## config.mk

```make
export PLATFORM = sky130hd
export DESIGN_NAME = kf6845_bus_initiator_flat
export DESIGN_NICKNAME = d
export VERILOG_FILES = /design/src/rtl/kf6845_bus_initiator_if.sv /design/src/rtl/kf6845_bus_initiator.sv /design/src/flat_wrapper.sv
export SDC_FILE = /design/constraint.sdc
export NUM_CORES = 1
export LEC_CHECK = 0
export ABC_CLOCK_PERIOD_IN_PS = 6100
export BUFFER_PORTS_ARGS = -buffer_cell sky130_fd_sc_hd__buf_2
export CORE_MARGIN = 5
export CORE_UTILIZATION = 57
export DETAILED_ROUTE_END_ITERATION = 10
export GPL_TIMING_DRIVEN = 0
export PLACE_DENSITY = 0.84
export SLEW_MARGIN = 20
export SYNTH_ARGS = -nofsm -noshare
export SYNTH_HDL_FRONTEND = slang
export SYNTH_SLANG_ARGS = --single-unit
```

## constraint.sdc

```tcl
create_clock -name clock -period 6.1 [get_ports clock]
set_input_delay 0 -clock clock [delete_from_list [all_inputs] [get_ports clock]]
set_output_delay 0 -clock clock [all_outputs]
set_load 0.1 [all_outputs]
```

## src/rtl/kf6845_bus_initiator_if.sv

```systemverilog
// -----------------------------------------------------------------------------
// kf6845_bus_initiator_if
//
// Bundles the command/response handshake and the 6845-style CPU bus driven by
// kf6845_bus_initiator. The clock and reset stay as plain ports on the modules.
//
// Signals
//   cmd_valid, cmd_write, cmd_register[4:0], cmd_data[7:0]  command request
//   cmd_ready                                               command accept
//   rsp_valid, rsp_data[7:0]                                read response
//   CS_N, RS, ENABLE, R_OR_W, D_OUT[7:0], D_OE              CRTC bus (to chip)
//   D_IN[7:0]                                               CRTC bus (from chip)
//
// Modports
//   master : the bus initiator (accepts commands, drives the CRTC bus)
//   slave  : the environment (issues commands, models the CRTC)
// -----------------------------------------------------------------------------
interface kf6845_bus_initiator_if;
  logic       cmd_valid;
  logic       cmd_ready;
  logic       cmd_write;
  logic [4:0] cmd_register;
  logic [7:0] cmd_data;
  logic       rsp_valid;
  logic [7:0] rsp_data;
  logic       CS_N;
  logic       RS;
  logic       ENABLE;
  logic       R_OR_W;
  logic [7:0] D_OUT;
  logic       D_OE;
  logic [7:0] D_IN;

  modport master (
    input  cmd_valid, cmd_write, cmd_register, cmd_data, D_IN,
    output cmd_ready, rsp_valid, rsp_data,
           CS_N, RS, ENABLE, R_OR_W, D_OUT, D_OE
  );

  modport slave (
    output cmd_valid, cmd_write, cmd_register, cmd_data, D_IN,
    input  cmd_ready, rsp_valid, rsp_data,
           CS_N, RS, ENABLE, R_OR_W, D_OUT, D_OE
  );
endinterface

```

## src/rtl/kf6845_bus_initiator.sv

```systemverilog
// -----------------------------------------------------------------------------
// kf6845_bus_initiator
//
// Host-side bus master for the KF6845 CRTC register interface. Each accepted
// command becomes a complete indirect access: an address-register write
// (RS=0) carrying the register number, then a data-register write or read
// (RS=1). Read data is captured at the end of the data strobe and reported
// with a one-cycle rsp_valid pulse.
//
// Parameters
//   SETUP_CYCLES  (1..15) cycles of stable CS_N/RS/R_OR_W/data before ENABLE
//   ENABLE_CYCLES (1..15) cycles ENABLE is held high per phase
//
// Ports
//   clock    system clock, rising edge
//   reset_n  asynchronous active-low reset
//   bus      kf6845_bus_initiator_if.master (command, response, CRTC bus)
//
// Build option
//   KF6845_ADDRESS_CACHE_EN  when defined, remembers the last register number
//   written in an address phase; a command to that same register skips the
//   address phase entirely. Undefined: every access has a full address phase.
//
// Every bus output is a flop whose next value is decoded from the next state,
// so outputs change only on clock edges and never glitch.
// -----------------------------------------------------------------------------
module kf6845_bus_initiator #(
  parameter int SETUP_CYCLES  = 1,
  parameter int ENABLE_CYCLES = 1
) (
  input  logic                     clock,
  input  logic                     reset_n,
  kf6845_bus_initiator_if.master   bus
);

  localparam logic [3:0] SETUP_LAST  = 4'(SETUP_CYCLES - 1);
  localparam logic [3:0] ENABLE_LAST = 4'(ENABLE_CYCLES - 1);

  typedef enum logic [2:0] {
    IDLE    = 3'd0,
    A_SETUP = 3'd1,
    A_EN    = 3'd2,
    A_HOLD  = 3'd3,
    D_SETUP = 3'd4,
    D_EN    = 3'd5,
    D_HOLD  = 3'd6
  } state_t;

  state_t     state, state_nxt;
  logic [3:0] cnt, cnt_nxt;

  // Latched command
  logic       write_q;
  logic [4:0] register_q;
  logic [7:0] data_q;

  // Command fields as seen by the next state (fresh on the accept edge)
  logic       write_eff;
  logic [4:0] register_eff;
  logic [7:0] data_eff;

  logic       accept;
  logic       cache_hit;
  logic       capture;

  // Next values of the registered outputs
  logic       cs_n_nxt;
  logic       rs_nxt;
  logic       enable_nxt;
  logic       r_or_w_nxt;
  logic [7:0] d_out_nxt;
  logic       d_oe_nxt;
  logic       cmd_ready_nxt;
  logic       rsp_valid_nxt;

  assign accept = bus.cmd_valid && bus.cmd_ready && (state == IDLE);

  assign write_eff    = accept ? bus.cmd_write    : write_q;
  assign register_eff = accept ? bus.cmd_register : register_q;
  assign data_eff     = accept ? bus.cmd_data     : data_q;

  // Read data is sampled on the edge that ends the last ENABLE cycle.
  assign capture = (state == D_EN) && (cnt == ENABLE_LAST) && !write_q;

`ifdef KF6845_ADDRESS_CACHE_EN
  logic       cache_valid;
  logic [4:0] cache_register;

  // An address phase counts as done once A_HOLD has been driven.
  always_ff @(posedge clock or negedge reset_n) begin
    if (!reset_n) begin
      cache_valid <= 1'b0;
    end else if (state == A_HOLD) begin
      cache_valid <= 1'b1;
    end
  end

  always_ff @(posedge clock) begin
    if (state == A_HOLD) begin
      cache_register <= register_q;
    end
  end

  // cache_register is only meaningful once cache_valid is set.
  assign cache_hit = cache_valid && (bus.cmd_register == cache_register);
`else
  assign cache_hit = 1'b0;
`endif

  // Next-state and phase counter
  always_comb begin
    state_nxt = state;
    cnt_nxt   = cnt;
    case (state)
      IDLE: begin
        if (accept) begin
          state_nxt = cache_hit ? D_SETUP : A_SETUP;
          cnt_nxt   = 4'd0;
        end
      end
      A_SETUP: begin
        if (cnt == SETUP_LAST) begin
          state_nxt = A_EN;
          cnt_nxt   = 4'd0;
        end else begin
          cnt_nxt = cnt + 4'd1;
        end
      end
      A_EN: begin
        if (cnt == ENABLE_LAST) begin
          state_nxt = A_HOLD;
          cnt_nxt   = 4'd0;
        end else begin
          cnt_nxt = cnt + 4'd1;
        end
      end
      A_HOLD: begin
        state_nxt = D_SETUP;
        cnt_nxt   = 4'd0;
      end
      D_SETUP: begin
        if (cnt == SETUP_LAST) begin
          state_nxt = D_EN;
          cnt_nxt   = 4'd0;
        end else begin
          cnt_nxt = cnt + 4'd1;
        end
      end
      D_EN: begin
        if (cnt == ENABLE_LAST) begin
          state_nxt = D_HOLD;
          cnt_nxt   = 4'd0;
        end else begin
          cnt_nxt = cnt + 4'd1;
        end
      end
      D_HOLD: begin
        state_nxt = IDLE;
        cnt_nxt   = 4'd0;
      end
      default: begin
        state_nxt = IDLE;
        cnt_nxt   = 4'd0;
      end
    endcase
  end

  // Output decode from the next state, so flops present the state's values
  // during the cycle that state occupies.
  always_comb begin
    cs_n_nxt      = 1'b1;
    rs_nxt        = 1'b1;
    enable_nxt    = 1'b0;
    r_or_w_nxt    = 1'b1;
    d_out_nxt     = 8'hFF;
    d_oe_nxt      = 1'b0;
    cmd_ready_nxt = (state_nxt == IDLE);
    rsp_valid_nxt = capture;
    case (state_nxt)
      A_SETUP, A_EN, A_HOLD: begin
        cs_n_nxt   = 1'b0;
        rs_nxt     = 1'b0;
        r_or_w_nxt = 1'b0;
        d_out_nxt  = {3'b000, register_eff};
        d_oe_nxt   = 1'b1;
        enable_nxt = (state_nxt == A_EN);
      end
      D_SETUP, D_EN, D_HOLD: begin
        cs_n_nxt   = 1'b0;
        rs_nxt     = 1'b1;
        r_or_w_nxt = !write_eff;
        d_out_nxt  = write_eff ? data_eff : 8'hFF;
        d_oe_nxt   = write_eff;
        enable_nxt = (state_nxt == D_EN);
      end
      default: begin
        cs_n_nxt = 1'b1;
      end
    endcase
  end

  // ---- control and output register stage ----
  always_ff @(posedge clock or negedge reset_n) begin
    if (!reset_n) begin
      state         <= IDLE;
      cnt           <= 4'd0;
      bus.CS_N      <= 1'b1;
      bus.RS        <= 1'b1;
      bus.ENABLE    <= 1'b0;
      bus.R_OR_W    <= 1'b1;
      bus.D_OUT     <= 8'hFF;
      bus.D_OE      <= 1'b0;
      bus.cmd_ready <= 1'b0;
      bus.rsp_valid <= 1'b0;
      bus.rsp_data  <= 8'h00;
    end else begin
      state         <= state_nxt;
      cnt           <= cnt_nxt;
      bus.CS_N      <= cs_n_nxt;
      bus.RS        <= rs_nxt;
      bus.ENABLE    <= enable_nxt;
      bus.R_OR_W    <= r_or_w_nxt;
      bus.D_OUT     <= d_out_nxt;
      bus.D_OE      <= d_oe_nxt;
      bus.cmd_ready <= cmd_ready_nxt;
      bus.rsp_valid <= rsp_valid_nxt;
      if (capture) begin
        bus.rsp_data <= bus.D_IN;
      end
    end
  end

  // ---- command latch stage (data only, no reset needed) ----
  always_ff @(posedge clock) begin
    if (accept) begin
      write_q    <= bus.cmd_write;
      register_q <= bus.cmd_register;
      data_q     <= bus.cmd_data;
    end
  end

endmodule

```

## src/flat_wrapper.sv

```systemverilog
// flat-port wrapper written by rule: the top's interface ports become plain ports
module kf6845_bus_initiator_flat 
#(
  parameter int SETUP_CYCLES  = 1,
  parameter int ENABLE_CYCLES = 1
)
  (clock, reset_n, bus_cmd_valid, bus_cmd_write, bus_cmd_register, bus_cmd_data, bus_D_IN, bus_cmd_ready, bus_rsp_valid, bus_rsp_data, bus_CS_N, bus_RS, bus_ENABLE, bus_R_OR_W, bus_D_OUT, bus_D_OE);
  kf6845_bus_initiator_if bus_i ();
  input  logic clock;
  input  logic reset_n;
  input wire logic [$bits(bus_i.cmd_valid)-1:0] bus_cmd_valid;
  input wire logic [$bits(bus_i.cmd_write)-1:0] bus_cmd_write;
  input wire logic [$bits(bus_i.cmd_register)-1:0] bus_cmd_register;
  input wire logic [$bits(bus_i.cmd_data)-1:0] bus_cmd_data;
  input wire logic [$bits(bus_i.D_IN)-1:0] bus_D_IN;
  output wire logic [$bits(bus_i.cmd_ready)-1:0] bus_cmd_ready;
  output wire logic [$bits(bus_i.rsp_valid)-1:0] bus_rsp_valid;
  output wire logic [$bits(bus_i.rsp_data)-1:0] bus_rsp_data;
  output wire logic [$bits(bus_i.CS_N)-1:0] bus_CS_N;
  output wire logic [$bits(bus_i.RS)-1:0] bus_RS;
  output wire logic [$bits(bus_i.ENABLE)-1:0] bus_ENABLE;
  output wire logic [$bits(bus_i.R_OR_W)-1:0] bus_R_OR_W;
  output wire logic [$bits(bus_i.D_OUT)-1:0] bus_D_OUT;
  output wire logic [$bits(bus_i.D_OE)-1:0] bus_D_OE;
  assign bus_i.cmd_valid = bus_cmd_valid;
  assign bus_i.cmd_write = bus_cmd_write;
  assign bus_i.cmd_register = bus_cmd_register;
  assign bus_i.cmd_data = bus_cmd_data;
  assign bus_i.D_IN = bus_D_IN;
  assign bus_cmd_ready = bus_i.cmd_ready;
  assign bus_rsp_valid = bus_i.rsp_valid;
  assign bus_rsp_data = bus_i.rsp_data;
  assign bus_CS_N = bus_i.CS_N;
  assign bus_RS = bus_i.RS;
  assign bus_ENABLE = bus_i.ENABLE;
  assign bus_R_OR_W = bus_i.R_OR_W;
  assign bus_D_OUT = bus_i.D_OUT;
  assign bus_D_OE = bus_i.D_OE;
  kf6845_bus_initiator #(.SETUP_CYCLES(SETUP_CYCLES), .ENABLE_CYCLES(ENABLE_CYCLES)) u_core (.clock(clock), .reset_n(reset_n), .bus(bus_i));
endmodule
```

* Yosys cells after proc, flatten, opt, wreduce, memory -nomap -nowiden
Index checks and enable logic that the tools add are counted.
Word-level totals: bits in registers 44, bits of input ports 25, output and inout bits 23, word-level logic and storage cells 59
Cells by class: add/sub/neg operators 1, equality and inequality tests 12, multiplexer cells 19, reduce and logical (&&, ||, !) cells 13
Operators with widths (number):
- one-hot mux 3 bit (6 select lines) | 1
- two-way mux 8 bit | 2
- one-hot mux 8 bit (2 select lines) | 1
- == test 3 bit, second input constant | 5
- two-way mux 3 bit | 5
- == test 3 x 2 -> 1 bit, second input constant | 4
- two-way mux 4 bit | 2
- one-hot mux 4 bit (2 select lines) | 1
- == test 3 x 1 -> 1 bit, second input constant | 2
- zero test 3 bit | 2
- one-hot mux 1 bit (2 select lines) | 3
- OR reduction 3 bit | 2
- OR reduction 6 bit | 1
- two-way mux 5 bit | 1
- adder 4 x 1 -> 4 bit, second input constant | 1
- logical AND 1 bit | 4
- zero test 4 bit | 1
- OR reduction 4 bit | 1
- two-way mux 1 bit | 3
- zero test 1 bit | 2
- inequality test 2 x 1 -> 1 bit, second input constant | 1

* Longest topological paths before layout
Gate-level depths: netlist of run 1.
word-level depth 7, depth in mapped cells 11

* Least setup slack after synthesis of run 1
Ideal clock, no wire load.
kind register to register, from register u_core.bus.cmd_ready, to register u_core.bus.D_OE, library setup time 0.124 ns, data arrival time 2.669 ns, required time 5.976 ns, setup slack 3.306 ns, cell stages (with the launch flop) 9, buffers on the path 1, cell sequence dfrtp_1 -> and2_1 -> nand2_1 -> clkbuf_1 -> o221ai_1 -> ha_1 -> a21oi_1 -> nand2_1 -> or2_1
Between the ends: word-level cells in the longest chain between the ends 7
Ends and longest elaborated chain:
- from (decl) | line kf6845_bus_initiator_if.sv:36 | output cmd_ready, rsp_valid, rsp_data,
- from (signal assigned) | line kf6845_bus_initiator.sv:225 | bus.cmd_ready <= cmd_ready_nxt;
- logical AND 1 bit (*) (2 in series) | line kf6845_bus_initiator.sv:76 | assign accept = bus.cmd_valid && bus.cmd_ready && (state == IDLE);
- two-way mux 3 bit (*) | line kf6845_bus_initiator.sv:116 | if (accept) begin
- one-hot mux 3 bit (6 select lines) (*) | line kf6845_bus_initiator.sv:114 | case (state)
- net u_core.state_nxt[0] | line kf6845_bus_initiator.sv:49 | state_t state, state_nxt;
- == test 3 bit (tied with other cells) | line kf6845_bus_initiator.sv:179 | case (state_nxt)
- OR reduction 3 bit (on tied branches)
- one-hot mux 1 bit (2 select lines) (*) | line kf6845_bus_initiator.sv:179
- net u_core.d_oe_nxt | line kf6845_bus_initiator.sv:72 | logic d_oe_nxt;
- to (signal assigned) | line kf6845_bus_initiator.sv:224 | bus.D_OE <= d_oe_nxt;
- to (decl) | line kf6845_bus_initiator_if.sv:37 | CS_N, RS, ENABLE, R_OR_W, D_OUT, D_OE
Mark *: on every way through the listed nets, which the timed path passes. The rest lies on a longest branch. A chain may end at the register's enable or synchronous reset.

* Final worst setup path of run 1
from register u_core.state[2], to register u_core.bus.D_OE
Between the ends: word-level cells in the longest chain between the ends 7
Ends and longest elaborated chain:
- from (decl) | line kf6845_bus_initiator.sv:49
- from (signal assigned) | line kf6845_bus_initiator.sv:217 | state <= state_nxt;
- zero test 3 bit | line kf6845_bus_initiator.sv:76, kf6845_bus_initiator.sv:114
- logical AND 1 bit | line kf6845_bus_initiator.sv:76
- two-way mux 3 bit | line kf6845_bus_initiator.sv:116
- one-hot mux 3 bit (6 select lines) (*) | line kf6845_bus_initiator.sv:114
- net u_core.state_nxt[0] | line kf6845_bus_initiator.sv:49
- == test 3 bit (tied with other cells) | line kf6845_bus_initiator.sv:179
- OR reduction 3 bit (on tied branches)
- one-hot mux 1 bit (2 select lines) (*) | line kf6845_bus_initiator.sv:179
- net u_core.d_oe_nxt | line kf6845_bus_initiator.sv:72
Marks and branches as above.

==> results of run 1 <==
-- metrics by stage --
| stage | util, % | hold slack, ns | setup WS, ns |
|---|---|---|---|
| 2_1_floorplan | - | -0.296 | 3.31 |
| 3_3_place_gp | 68.1 | 0.0483 | 3.05 |
| 3_5_place_dp | 68.1 | 0.0538 | 2.99 |
| 4_1_cts | 77.2 | 0.0627 | 2.96 |
| 5_1_grt | 77.2 | 0.107 | 2.67 |
| 6_report | 77.2 | 0.0869 | 2.92 |
-- per-layer routing --
metal | vias up | wire [µm]
met1 | 808 | 1900
li1 | 855 | -
met4 | 0 | 42
met3 | 5 | 359
met2 | 64 | 2180
met5 | - | 0
-- worst max-delay path, stage by stage, from the launching register on --
cell	delay, ns
dfrtp_1	0.41
buf_2	0.23
nor3_1	0.15
nand2_1	0.24
clkbuf_1	0.42
o221ai_1	0.27
ha_1	0.25
a21oi_1	0.49
nand2_1	0.33
or2_1	0.29
-- cells by family (layout without fill, tap and decap cells) --
logic type	Yosys count	after routing
flops	44	44
fa+ha+maj	4	4
compound gates	40	40
buf+inv	17	95
xor+xnor	1	1
simple gates	76	76
mux	12	12
-- registers in the layout (all words and copies together) (netlist names) --
signal / flops
u_core.bus.rsp_valid: 1
u_core.bus.D_OE: 1
u_core.bus.RS: 1
u_core.bus.ENABLE: 1
u_core.state: 3
u_core.bus.cmd_ready: 1
u_core.data_q: 8
u_core.bus.rsp_data: 8
u_core.bus.CS_N: 1
u_core.write_q: 1
u_core.register_q: 5
u_core.bus.D_OUT: 8
u_core.cnt: 4
u_core.bus.R_OR_W: 1
-- placed cells by master (no fill, tap or decap), types with 6 or more instances in the layout --
| cell | netlist | final |
|---|---|---|
| nand2_1 | 36 | 36 |
| inv_1 | 7 | 7 |
| nand2b_1 | 6 | 6 |
| dlygate4sd3_1 | 0 | 23 |
| nor2_1 | 8 | 8 |
| o221ai_1 | 6 | 6 |
| mux2_2 | 10 | 10 |
| dfrtp_1 | 19 | 19 |
| dfstp_2 | 11 | 11 |
| buf_2 | 1 | 48 |
| dfxtp_1 | 14 | 14 |
| o21ai_0 | 6 | 6 |
-- cell type report --
type,instances,area (µm²),area share [%]
sequential,44,1040,39.9
tap,46,57.6,2.20
clock inverter,2,16.3,0.621
buffer,10,51.3,1.96
clock buffer,6,62.6,2.39
inverter,7,26.3,1.00
timing repair buffer,70,465,17.8
multi-input combinational,133,893,34.1
-- path summary, 6_finish.rpt --
path | startpoint | end | slack (ns) | cells after the start
min reg2reg | u_core.data_q[4]$_DFF_P_ | u_core.data_q[4]$_DFF_P_ | 0.44 | 2
max in group asynchronous | reset_n | u_core.cnt[2]$_DFFE_PN0P_ | 5.50 | 2
min | bus_cmd_valid | u_core.register_q[4]$_DFF_P_ | 0.09 | 4
max | u_core.state[2]$_DFF_PN0_ | u_core.bus.D_OE$_DFF_PN0_ | 2.92 | 9
max reg2reg | u_core.state[2]$_DFF_PN0_ | u_core.bus.D_OE$_DFF_PN0_ | 2.92 | 9
min in group asynchronous | reset_n | u_core.bus.rsp_data[4]$_DFFE_PN0P_ | 0.18 | 2
-- what timing repair did --
action / CTS / global route
hold endpoints to repair: 45 / 0
setup buffers: 0 / 0
resized for setup: 0 / 0
hold buffers: 23 / 0
==> metrics.cfg, run 1 <==
[yosys]
synth_area_per_cell_um2=10.4
synth_cells=194
synthFlopType=dfrtp_1
ys_seq_area_share_pct=51.8
synth_largest_area_cell=dfrtp_1
synthXorXnorAreaFrac_pct=0.435
synthAdderAreaFrac_pct=2.48
synth_compound_area_share_pct=15.0
synth_top_area_share_pct=23.6
postSynth.asyncResetShare_pct=68.2
synth_top_family_by_area=simple AND/OR/NAND/NOR gates
yosys-top-cells-count=36 x nand2_1, 19 x dfrtp_1, 14 x dfxtp_1
yosysMostFrequentCell=nand2_1
ys_types=47
synthSimpleGateAreaFrac_pct=19.9
ys_top_cells_by_area=dfrtp_1 24%, dfstp_2 14%, dfxtp_1 14%
ys_ff_latch=44
syn_area_um2=2020
syn_nets=223
synth_edf_count=0
muxShareOfSynthArea_pct=6.58
yosys_warnings=0

[global_route]
grt_overflow=0
met1_usage_pct=24.7
grt_pass1_vias=1676
grt_max_degree=31
grt_usage_pct=19.7
antenna_found_initial=0
use_met3_pct=6.52
grt_pass1_wl_um=7730
met2_usage_pct=33.2
grt_busiest_layer=met2

[floorplanning]
start_util_pct=59.5
rows=21
die_h_um=69.5
ios=48
dieArea_um2=4830
core_um2=3390
die_x_um=69.5

[sta]
finalCriticalPeriod_ns=3.18
fmax_mhz=315
rsz0062_at_grt=false
fin_skew_ns=0.00868
hold_violations=0
setup_violations=0
post-route-period-util_pct=52.1
setup_tns_ns=0
maxSlewViolCount=0
max-slew-margin-rel_pct=54.0
tightest_slew_ns=0.685

[route]
via_per_inst=5.45
wl_um=4480
ant_nets=0
drcViolationCount=0
routedWlPerCell_um=14.1
via_count=1732
drt_iter0_markers=66
dr.pass1.iters=5

[final_layout]
layout-drive-gt1-share_pct=31.6
n_fill_cell=217
stdcell_count=318
fin_nets=300
fin_area_um2=2620
antenna_cells=0
areaGrowthSynthToFinish_pct=29.9

[cts]
cts_buffer_depth=2
cts.sinks=44
worstSkewPairLatency_ns=0.36
cts_tree=yes
cts_root_buf=clkbuf_4
tritoncts.num_buffers=5
clk_pin_slew_ns=0.13
htreeDepth=2

[worst_setup_path]
worstPathRequired_ns=6.37
cp_max_fo=10
arrival_ns=3.44
start_kind=flip-flop
crit_type=flip-flop to flip-flop
critPathCaptureType=flip-flop

[placed_design]
place_congestion=0.854
io_buffers=47
dpl_cell_area_um2=2310
dp_hpwl_um=3200
dp_cells=287

[job]
cap_viol_max_count=0

[run_status]
status=finished clean

[min_path]
hp-class=input pin to flip-flop

Power of run 1 is not shown: default switching activity piles up to over one toggle a cycle in this logic, so the estimate is an artifact.
==> run 2, diff against run 1 <==
Settings changed: ABC_CLOCK_PERIOD_IN_PS 6100 to 2600, CORE_UTILIZATION 57 to 47, PLACE_DENSITY 0.84 to 0.74.
Clock period 6.1 ns to 2.6 ns, I/O delays scaled along.
==> run 2 against run 1 <==
Effect of this change: die area is 18% higher; fmax up 28%; critical path depth up 1; clock skew about the same; via count shrank 1.3%; setup slack worse by 2.8 ns; sequential share of layout area shrank 1.1 points.
==> metrics.cfg, run 2 (same netlist as run 1, synthesis figures left out) <==
[sta]
finalCriticalPeriod_ns=2.48  ; was 3.18 ns
hold_violations=0  ; unchanged
max-slew-margin-rel_pct=56.6  ; was 54.0%
whs_ns=0.0307  ; was 0.0869 ns
fmax_mhz=403  ; was 315 MHz
rsz0062_at_grt=false  ; unchanged
post-route-period-util_pct=95.4  ; was 52.1%
maxSlewViolCount=0  ; unchanged
fin_skew_ns=0.00858  ; was 0.00868 ns
tightest_slew_ns=0.651  ; was 0.685 ns
setup_violations=0  ; unchanged

[worst_setup_path]
start_kind=flip-flop  ; unchanged
worstPathCellList=inv_1, ha_1, or3b_1, buf_6, a21oi_2, o221ai_1, ha_1, a21oi_4, nand2_2, or2_1  ; was buf_2, nor3_1, nand2_1, clkbuf_1, o221ai_1, ha_1, a21oi_1, nand2_1, or2_1
critPathCaptureType=flip-flop  ; unchanged
crit_type=flip-flop to flip-flop  ; unchanged
worstPathRequired_ns=2.79  ; was 6.37 ns
cp_slowest_cell=dfrtp_1  ; was a21oi_1
cp_common_cell=ha_1  ; was nand2_1
cp_max_fo=8  ; was 10
arrival_ns=2.68  ; was 3.44 ns
cp_slowest_stage_delay_ns=0.40  ; was 0.49 ns

[cts]
htreeDepth=2  ; unchanged
cts_root_buf=clkbuf_8  ; was clkbuf_4
clk_pin_slew_ns=0.09  ; was 0.13 ns
worstSkewPairLatency_ns=0.30  ; was 0.36 ns
cts.sinks=44  ; unchanged
cts_tree=yes  ; unchanged
cts_buffer_depth=2  ; unchanged
tritoncts.num_buffers=5  ; unchanged

[global_route]
grt_overflow=0  ; unchanged
grt_pass1_wl_um=7380  ; was 7730 µm
grt_max_degree=31  ; unchanged
grt_pass1_vias=1642  ; was 1,676
grt_usage_pct=17.2  ; was 19.7%
antenna_found_initial=0  ; unchanged

[route]
ant_nets=0  ; unchanged
dr.pass1.iters=4  ; was 5
wl_um=4680  ; was 4480 µm
drt_iter0_markers=59  ; was 66
routedWlPerCell_um=14.6  ; was 14.1 µm
via_count=1709  ; was 1,732
via_per_inst=5.32  ; was 5.45
drcViolationCount=0  ; unchanged

[floorplanning]
core_um2=4090  ; was 3390 µm²
die_h_um=75.5  ; was 69.5 µm
rows=23  ; was 21
dieArea_um2=5700  ; was 4830 µm²
start_util_pct=49.3  ; was 59.5%
die_x_um=75.5  ; was 69.5 µm
ios=48  ; unchanged

[job]
cap_viol_max_count=0  ; unchanged

[placed_design]
place_congestion=0.803  ; was 0.854
io_buffers=47  ; unchanged
dp_hpwl_um=3180  ; was 3200 µm
dpl_cell_area_um2=2310  ; about the same

[final_layout]
fin_nets=299  ; was 300
fin_area_um2=2700  ; was 2620 µm²
layout-drive-gt1-share_pct=36.2  ; was 31.6%
antenna_cells=0  ; unchanged
largestRegisters=u_core.bus.D_OUT x8, u_core.bus.rsp_data x8, u_core.data_q x8  ; unchanged
mostFrequentLayoutCells=48 x buf_2, 35 x nand2_1, 19 x dlygate4sd3_1  ; was 48 x buf_2, 36 x nand2_1, 23 x dlygate4sd3_1
n_fill_cell=311  ; was 217
areaGrowthSynthToFinish_pct=33.8  ; was 29.9%
final_common_cell=buf_2  ; unchanged

[min_path]
hp-class=input pin to flip-flop  ; unchanged

[run_status]
status=finished clean  ; unchanged

-- run 2: through the flow --
step / instances / setup TNS (ns) / utilization (%) / worst slack [ns]
final: 321 / 0 / 66.0 / 0.119
after global routing: 321 / 0 / 66.0 / 0.00346
after CTS: 317 / 0 / 64.8 / 0.0200
after detailed placement: 291 / -4.21 / 56.6 / -0.520
after global placement: 291 / -3.75 / 56.6 / -0.462
after floorplan: 194 / 0 / - / 0.0194
-- run 2: worst paths after layout --
path / startpoint / end / slack (ns) / depth (start not counted)
hold / removal: bus_cmd_register[3] / u_core.register_q[3]$_DFF_P_ / 0.03 / 3
min in group asynchronous: reset_n / u_core.bus.D_OE$_DFF_PN0_ / 0.27 / 2
setup / recovery: u_core.cnt[0]$_DFFE_PN0P_ / u_core.bus.D_OE$_DFF_PN0_ / 0.12 / 10
max in group asynchronous: reset_n / u_core.bus.cmd_ready$_DFF_PN0_ / 1.85 / 2
hold reg to reg: u_core.data_q[1]$_DFF_P_ / u_core.data_q[1]$_DFF_P_ / 0.44 / 2
setup reg to reg: u_core.cnt[0]$_DFFE_PN0P_ / u_core.bus.D_OE$_DFF_PN0_ / 0.12 / 10
-- run 2: cell type report --
class	count	area [µm²]	share of cell area, %
Tap cell	50	62.6	2.32
Clock buffer	6	82.6	3.06
Sequential cell	44	1050	38.8
Inverter	7	26.3	0.974
Multi-Input combinational cell	133	936	34.7
Timing Repair Buffer	70	455	16.9
Clock inverter	2	38.8	1.44
Buffer	9	48.8	1.81
-- run 2: metal layers --
layer | up-vias | share of wire (%) | wire (µm) | GRT usage [%]
met1 | 792 | 45 | 2110 | 21.6
met2 | 62 | 45 | 2110 | 29.0
li1 | 848 | - | - | -
met5 | - | 0 | 0 | 0
met3 | 7 | 8.1 | 380 | 4.88
met4 | 0 | 1.6 | 75 | 4.66
-- run 2: critical path: cells and delay by family (launching register included) --
kind	cells	cell delay (ns)
adder cells (fa/ha/maj)	2	0.44
AO/OA/AOI/OAI	3	0.54
buffers and inverters	2	0.25
flip-flops	1	0.40
AND/OR/NAND/NOR	3	0.75
-- run 2: repair_timing --
item                       CTS  global route
hold endpoints to repair    40             0
setup endpoints to repair   11            10
pin swaps                    0             0
gates resized for setup      6             4
buffers inserted             0             4
hold buffers                19             0
Power of run 2 is left out for the same reason.
==> run 3, diff against run 2 <==
Settings changed: ABC_AREA set to 1, PLACE_DENSITY 0.74 to 0.75, RECOVER_POWER set to 100, SLEW_MARGIN 20 to unset.
==> run 3 against run 2 <==
Effect of this change: the run now ends with max-capacitance violations, max-slew violations left; largest cell class unchanged; worst hold slack better by 0.12 ns; sequential cell count is the same; cell area down 11%; highest routed layer unchanged.
==> metrics.cfg, run 3 <==
[cts]
cts.sinks=44  ; unchanged
cts_root_buf=clkbuf_8  ; unchanged
worstSkewPairLatency_ns=0.31  ; was 0.30 ns
post_cts_resized=0  ; was 6
cts_tree=yes  ; unchanged
tritoncts.num_buffers=5  ; unchanged
clk_pin_slew_ns=0.07  ; was 0.09 ns
ctsHoldBuffers=22  ; was 19
cts_setup_buffers=0  ; unchanged
cts_buffer_depth=2  ; unchanged
htreeDepth=2  ; unchanged

[route]
drcViolationCount=0  ; unchanged
ant_nets=0  ; unchanged
via_per_inst=4.53  ; was 5.32
drt_iter0_markers=43  ; was 59
via_count=1510  ; was 1,709
wl_um=3910  ; was 4680 µm
dr.pass1.iters=4  ; unchanged
routedWlPerCell_um=11.7  ; was 14.6 µm

[min_path]
hp-start=bus_cmd_valid  ; was bus_cmd_register[3]
hp-class=input pin to flip-flop  ; unchanged

[worst_setup_path]
arrival_ns=2.44  ; was 2.68 ns
cp_max_fo=9  ; was 8
r2r_slack_ns=0.39  ; was 0.12 ns
crit_type=flip-flop to flip-flop  ; unchanged
critPathCaptureType=flip-flop  ; unchanged
crit_path_start=u_core.cnt[0]$_DFFE_PN0P_  ; unchanged
rr_startpoint=u_core.cnt[0]$_DFFE_PN0P_  ; unchanged
rr_endpoint=u_core.bus.D_OUT[2]$_DFF_PN1_  ; was u_core.bus.D_OE$_DFF_PN0_
crit_end=u_core.bus.D_OUT[2]$_DFF_PN1_  ; was u_core.bus.D_OE$_DFF_PN0_
worstPathRequired_ns=2.83  ; was 2.79 ns
start_kind=flip-flop  ; unchanged
r2r_cells=11  ; was 10

[floorplanning]
start_util_pct=49.8  ; was 49.3%
die_x_um=73.0  ; was 75.5 µm
rows=22  ; was 23
ios=48  ; unchanged
die_h_um=73.0  ; was 75.5 µm
dieArea_um2=5320  ; was 5700 µm²
core_um2=3740  ; was 4090 µm²

[final_layout]
fin_nets=313  ; was 299
stdcell_count=333  ; was 321
final_common_cell=nand2_1  ; was buf_2
n_fill_cell=342  ; was 311
largestRegisters=u_core.bus.D_OUT x8, u_core.bus.rsp_data x8, u_core.data_q x8  ; unchanged
layout-drive-gt1-share_pct=17.5  ; was 36.2%
areaGrowthSynthToFinish_pct=28.2  ; was 33.8%
mostFrequentLayoutCells=67 x nand2_1, 30 x inv_1, 28 x clkbuf_1  ; was 48 x buf_2, 35 x nand2_1, 19 x dlygate4sd3_1
antenna_cells=0  ; unchanged

[sta]
max-slew-margin-rel_pct=-5.73  ; was 56.6%
fmax_mhz=453  ; was 403 MHz
hold_violations=0  ; unchanged
rsz0062_at_grt=false  ; unchanged
setup_violations=0  ; unchanged
post-route-period-util_pct=84.9  ; was 95.4%
maxSlewViolCount=31  ; was 0
whs_ns=0.146  ; was 0.0307 ns
tightest_slew_ns=1.59  ; was 0.651 ns
fin_skew_ns=0.0105  ; was 0.00858 ns
setup_tns_ns=0  ; unchanged
finalCriticalPeriod_ns=2.21  ; was 2.48 ns

[global_route]
grt_pass1_vias=1510  ; was 1,642
grt_max_degree=31  ; unchanged
grt_overflow=0  ; unchanged
antenna_found_initial=0  ; unchanged
grt_pass1_wl_um=6350  ; was 7380 µm
grt_usage_pct=15.4  ; was 17.2%

[yosys]
yosys_warnings=0  ; unchanged
synth_top_area_share_pct=25.5  ; was 23.6%
ys_top_cells_by_area=dfrtp_1 26%, dfstp_2 16%, dfxtp_1 15%  ; was dfrtp_1 24%, dfstp_2 14%, dfxtp_1 14%
syn_area_um2=1860  ; was 2020 µm²
synth_edf_count=0  ; unchanged
synthFlopType=dfrtp_1  ; unchanged
synth_largest_area_cell=dfrtp_1  ; unchanged
syn_nets=237  ; was 223
synth_area_per_cell_um2=8.96  ; was 10.4 µm²
postSynth.asyncResetShare_pct=68.2  ; unchanged
yosys-top-cells-count=66 x nand2_1, 30 x inv_1, 19 x dfrtp_1  ; was 36 x nand2_1, 19 x dfrtp_1, 14 x dfxtp_1
yosysMostFrequentCell=nand2_1  ; unchanged
ys_ff_latch=44  ; unchanged
ys_seq_area_share_pct=56.1  ; was 51.8%
ys_types=24  ; was 47
synth_cells=208  ; was 194

[run_status]
status=finished, violations left  ; was finished clean
violations=max-capacitance violations, max-slew violations

[placed_design]
io_buffers=47  ; unchanged
dp_hpwl_um=2650  ; was 3180 µm
place_congestion=0.801  ; was 0.803
dp_cells=303  ; was 291

[job]
cap_viol_max_count=1  ; was 0

[run 3: cell types whose count changed after synthesis, moves of 7 or more]
| cell | before | now |
|---|---|---|
| nand2_1 | 36 | 66 |
| inv_1 | 7 | 30 |
| o21ai_1 | 3 | 14 |
| mux2_2 | 10 | 0 |
| o21ai_2 | 0 | 7 |
[run 3: worst min path at each step]
stage / endpoint / slack, ns / depth (start not counted)
after floorplan: u_core.bus.D_OE$_DFF_PN0_ / -0.30 / 0
after global placement: u_core.cnt[2]$_DFFE_PN0P_ / 0.06 / 1
after detailed placement: u_core.cnt[2]$_DFFE_PN0P_ / 0.07 / 1
after global routing: u_core.cnt[2]$_DFFE_PN0P_ / 0.21 / 4
final: u_core.cnt[2]$_DFFE_PN0P_ / 0.15 / 4
after CTS: u_core.write_q$_DFF_P_ / 0.02 / 3
[run 3: metrics by stage]
| stage | worst slack (ns) | util [%] | area (µm²) |
|---|---|---|---|
| 6_report | 0.392 | 63.8 | 2390 |
| 5_1_grt | 0.206 | 63.8 | 2390 |
| 3_5_place_dp | 0.535 | 57.7 | 2160 |
| 3_3_place_gp | 0.510 | 57.7 | 2160 |
| 4_1_cts | 0.517 | 66.8 | 2500 |
| 2_1_floorplan | 0.417 | - | 1860 |
[run 3: kinds of logic (layout without fill, tap and decap cells)]
group	after synthesis	count (layout)	synth area share (%)
AOI/OAI and AO/OA	31	31	10.5
xor gates and xnor gates	1	1	0.470
adders and majority gates	4	4	2.69
buffers and inverters	38	115	8.87
DFF	44	44	56.1
and+or+nand+nor	90	90	21.4
[run 3: area by class of cell]
class,count,area [µm²],share of cell area [%]
multi-input cells,126,593,24.8
well taps,48,60.1,2.51
inverters,35,131,5.50
flip-flops and latches,44,1040,43.7
plain buffers,3,11.3,0.471
repair buffers,69,425,17.8
clock buffers,8,123,5.13
[run 3: metal layers]
metal	track usage [%]	up-vias	routed length [µm]
met5	0	-	0
met4	6.76	0	80
met3	3.86	8	263
met2	26.3	40	1860
met1	18.4	667	1710
li1	-	795	-
[run 3: worst max-delay path: stages, from the launching register on]
cell and delay [ns]:
dfrtp_1 0.41, inv_1 0.09, ha_1 0.18, nand2_1 0.13, inv_1 0.10, nand2_1 0.09, nand2_1 0.14, inv_1 0.06
ha_1 0.22, nor2_1 0.18, nand3_1 0.34, nand3_1 0.21
Power of run 3 is left out for the same reason.
